==> src/rtl/hazard_scoreboard.sv <==
// Per-register countdown scoreboard that raises stall for RAW, WAW and
// busy mul/div hazards and reports when the ID instruction issues.
module hazard_scoreboard #(
  parameter int LOAD_LAT   = 1,
  parameter int MULDIV_LAT = 4
) (
  input  logic       clk,
  input  logic       rst,
  input  logic       flush,
  input  logic       id_valid,
  input  logic [4:0] id_rs_index,
  input  logic [4:0] id_rt_index,
  input  logic       id_rs_used,
  input  logic       id_rt_used,
  input  logic [4:0] id_dst_index,
  input  logic       id_regwrite_en,
  input  logic       id_is_load,
  input  logic       id_is_muldiv,
  output logic       stall,
  output logic       issue,
  output logic       muldiv_busy
);

  logic [2:0] cnt_q [1:31];
  logic [2:0] cnt_d [1:31];
  logic [2:0] cnt_v [32];
  logic [2:0] md_q, md_d;
  logic [2:0] new_lat;
  logic       rs_blk, rt_blk, waw_blk, str_blk;

  // r0 reads as an always-ready entry so index 0 needs no special path
  always_comb begin
    cnt_v[0] = '0;
    for (int r = 1; r < 32; r++) cnt_v[r] = cnt_q[r];
  end

  always_comb begin
    new_lat = '0;
    if (id_is_muldiv)    new_lat = 3'(MULDIV_LAT);
    else if (id_is_load) new_lat = 3'(LOAD_LAT);
  end

  assign rs_blk = id_valid & id_rs_used & (id_rs_index != '0)
                & (cnt_v[id_rs_index] != '0);
  assign rt_blk = id_valid & id_rt_used & (id_rt_index != '0)
                & (cnt_v[id_rt_index] != '0);
  assign waw_blk = id_valid & id_regwrite_en & (id_dst_index != '0)
                 & (cnt_v[id_dst_index] > new_lat);
  assign str_blk = id_valid & id_is_muldiv & (md_q != '0);

  assign stall = ~flush & (rs_blk | rt_blk | waw_blk | str_blk);
  assign issue = id_valid & ~stall & ~flush;
  assign muldiv_busy = (md_q != '0);

  always_comb begin
    for (int r = 1; r < 32; r++) begin
      cnt_d[r] = '0;
      if (!flush) begin
        if (cnt_q[r] != '0) cnt_d[r] = cnt_q[r] - 3'd1;
        if (issue && id_regwrite_en && id_dst_index == 5'(r))
          cnt_d[r] = new_lat;
      end
    end
  end

  always_comb begin
    md_d = '0;
    if (!flush) begin
      if (issue && id_is_muldiv) md_d = 3'(MULDIV_LAT);
      else if (md_q != '0)       md_d = md_q - 3'd1;
    end
  end

  always_ff @(posedge clk or negedge rst) begin
    if (!rst) begin
      for (int r = 1; r < 32; r++) cnt_q[r] <= '0;
      md_q <= '0;
    end else begin
      for (int r = 1; r < 32; r++) cnt_q[r] <= cnt_d[r];
      md_q <= md_d;
    end
  end

endmodule

==> config.mk <==
export PLATFORM = sky130hd
export DESIGN_NAME = hazard_scoreboard
export DESIGN_NICKNAME = d
export VERILOG_FILES = /design/src/rtl/hazard_scoreboard.sv
export SDC_FILE = /design/constraint.sdc
export NUM_CORES = 1
export LEC_CHECK = 0
export CAP_MARGIN = 20
export CORE_ASPECT_RATIO = 0.9
export CORE_MARGIN = 2
export CORE_UTILIZATION = 50
export DETAILED_ROUTE_END_ITERATION = 16
export DONT_BUFFER_PORTS = 1
export SETUP_SLACK_MARGIN = 0.3
export SYNTH_ARGS = -nofsm -noshare
export SYNTH_HDL_FRONTEND = slang
export SYNTH_SLANG_ARGS = --single-unit
==> constraint.sdc <==
create_clock -name clk -period 8.2 [get_ports clk]
set_input_delay 0.82 -clock clk [delete_from_list [all_inputs] [get_ports clk]]
set_output_delay 0.82 -clock clk [all_outputs]
set_load 0.01 [all_outputs]
==> flow_summary_export.csv <==
group,metric,value,unit
status,status,"complete, no violations",
cells_and_area,final_layout_size_suffix_gt1_share,10.1,%
clock_network,clkLatencyLatePin,370,ps
pwr,cellPowerDensity,121,nW/um2
setup_path,crit_arrival,4080,ps
detailed_routing,firstDrtPassIters,5,
setup_path,criticalPathCategory,"reg2out",
setup_path,worstPathCellList,"mux4_2 -> nor2_1 -> a21oi_1 -> a221o_1 -> mux2_2 -> ha_1 -> a22oi_1 -> a311oi_1 -> or2_2 -> a21oi_1",
timing,fin_skew,7.50,ps
cells_and_area,final_common_cell,"dfrtp_1",
floorplanning,die_h,121,um
timing,rsz0062_at_grt,"false",
setup_path,slowest_stage,"or2_2",
setup_path,worst_setup_path_start_kind,"register",
grt,grt_pass1_vias,6000,
timing,fmaxAchievable,204,MHz
timing,finalHoldViolCount,0,
detailed_routing,drtIter0Drc,666,
timing,finalSetupViolCount,0,
yosys,yosysTopAreaCell,"dfrtp_1",
floorplanning,io-pin-count,27,
floorplanning,die-area,16200,um2
yosys,postSynthAreaPerCell,9.30,um2
job,maxCapViolCount,0,
timing,drv_slew,0,
pwr,ir_worst_vdd,0.122,mV
timing,worst_pin_slew,1090,ps
clock_network,clkTransAtPathRegs,70,ps
grt,grt_pass1_wl,34300,um
timing,post-route-period-util,59.8,%
place,hpwlAfterDp,15100,um
detailed_routing,wl_per_cell,21.6,um
floorplanning,core,14800,um2
cells_and_area,fillers,1401,
cells_and_area,area.growth.synth_to_final,4.10,%
worst_hold_path,min_path_type,"in2async",
detailed_routing,ant_nets,0,
timing,fin_crit,4900,ps
cells_and_area,layout.nets,879,
yosys,synthDistinctLibCells,60,
setup_path,max_stage_delay,920,ps
grt,antenna_found_initial,0,
setup_path,worst_ep_required_time,7380,ps
cells_and_area,layout_common_cells,"dfrtp_1 (96), nand2_1 (84), nor2_1 (77)",
pwr,fin_total_pwr,964,uW
grt,grtUsageTotal,27.7,%
yosys,syn-cell-area,7620,um2
setup_path,end_kind,"output port",
pwr,p_leak,3.69,nW
yosys,synth_edf_count,0,
cells_and_area,final_cells,992,
place,dp.cells,976,
clock_network,htreeDepth,3,
yosys,synthCells,820,
detailed_routing,drc,0,
grt,grt-ovfl-total,0,
clock_network,tritoncts,"yes",
timing,tns,0,ps
clock_network,cts_root_buf,"clkbuf_16",
clock_network,post_cts_resize_count,0,
yosys,synthArstFlopShare,100,%
yosys,yosysSeqAreaShare,31.5,%
timing,max_slew_margin,27.4,%
clock_network,cts.sinks,96,
yosys,synth.top_cell.area_share,31.5,%
place,gp_congestion,0.916,
floorplanning,num_rows,42,
floorplanning,initial_utilization,51.4,%
yosys,syn_nets,910,
timing,worst_hold_slack,151,ps
detailed_routing,dr_total_vias,6184,
clock_network,cts_buffers,9,
yosys,ys.flop_type,"dfrtp_1",
place,portBuffers,0,
yosys,ys_ff_latch,96,
floorplanning,chipWidth,134,um
setup_path,crit_fanout,35,
clock_network,hold_buffers,0,
clock_network,clk_path_buf_depth,2,
grt,grt_max_degree,105,
cells_and_area,antennaDiodeCount,0,
yosys,synth_area_leaders,"dfrtp_1 (32%), ha_1 (11%), mux4_2 (8.0%), mux2i_1 (4.5%), nand2_1 (4.2%)",
detailed_routing,routed_wl,21500,um
yosys,ys.warnings.count,0,
setup_path,crit_path_frequent_cell,"a21oi_1",
detailed_routing,viasPerCell,6.23,
clock_network,post_cts_buffers,0,
worst paths after layout:
kind / startpoint / end / slack, ps / cells past startpoint
setup / recovery: cnt_q[68] / stall / 3300 / 10
hold / removal: rst / cnt_q[47] / 150 / 0
setup reg to reg: cnt_q[68] / cnt_q[15] / 3780 / 11
hold reg to reg: md_q[0] / md_q[0] / 480 / 1
max in group asynchronous: rst / cnt_q[54] / 7890 / 0
min in group clk: md_q[0] / md_q[0] / 480 / 1
per-layer routing:
metal	vias to the layer above	GRT usage (%)	wire (um)
met5	-	0	0
met4	0	9.41	474
met3	39	5.76	1600
met2	247	41.8	9600
met1	3077	39.7	9780
li1	2821	-	-
power breakdown:
group,internal (mW),total (mW),switching (mW)
Combinational,0.0286,0.0788,0.0502
Sequential,0.475,0.476,0.00162
Clock,0.214,0.408,0.194
Total,0.717,0.964,0.246
area by class of cell:
class | count | area [um2] | area share, %
multi-input cells | 607 | 4720 | 59.5
flip-flops and latches | 96 | 2400 | 30.3
inverters | 73 | 274 | 3.45
well taps | 198 | 248 | 3.12
clock buffers | 12 | 246 | 3.11
clock inverters | 4 | 30.0 | 0.378
repair buffers | 2 | 15.0 | 0.189
cell usage after synthesis, types with 5 or more instances:
cell / number
mux4_2: 27
buf_2: 10
a221o_1: 5
and2_1: 32
inv_1: 73
clkbuf_1: 25
o2bb2ai_1: 16
mux2_2: 6
nand2_1: 85
mux2_4: 10
ha_1: 66
mux2i_1: 34
nor2_1: 78
nand4_1: 19
a21oi_1: 38
nand2b_1: 38
a211oi_1: 5
nand4_4: 11
nor4_1: 22
nor3_1: 54
dfrtp_1: 96
stage by stage:
| stage | utilization (%) | cell area, um2 | setup slack (ps) |
|---|---|---|---|
| global placement | 51.7 | 7660 | 3520 |
| detailed placement | 51.7 | 7660 | 3410 |
| global route | 53.5 | 7940 | 3140 |
| finish | 53.5 | 7940 | 3300 |
| floorplan | - | 7620 | 3440 |
| CTS | 53.5 | 7940 | 3380 |
registers in the layout, indices dropped and copies added (netlist names):
signal  flops
md_q        3
cnt_q      93
critical path, delay by kind of cell (launching register included):
kind,cells,cell delay [ps]
AOI/OAI and AO/OA,5,1150
adders and majority gates,1,290
muxes,2,760
DFF,1,480
and+or+nand+nor,2,1030
cells by family after synthesis:
family | synth area share (%)
AO/OA/AOI/OAI | 9.47
adder cells (fa/ha/maj) | 10.8
buffers and inverters | 6.63
flip-flops | 31.5
multiplexers | 15.6
AND/OR/NAND/NOR | 26.0
No activity file was read; power rests on OpenSTA's default activity.
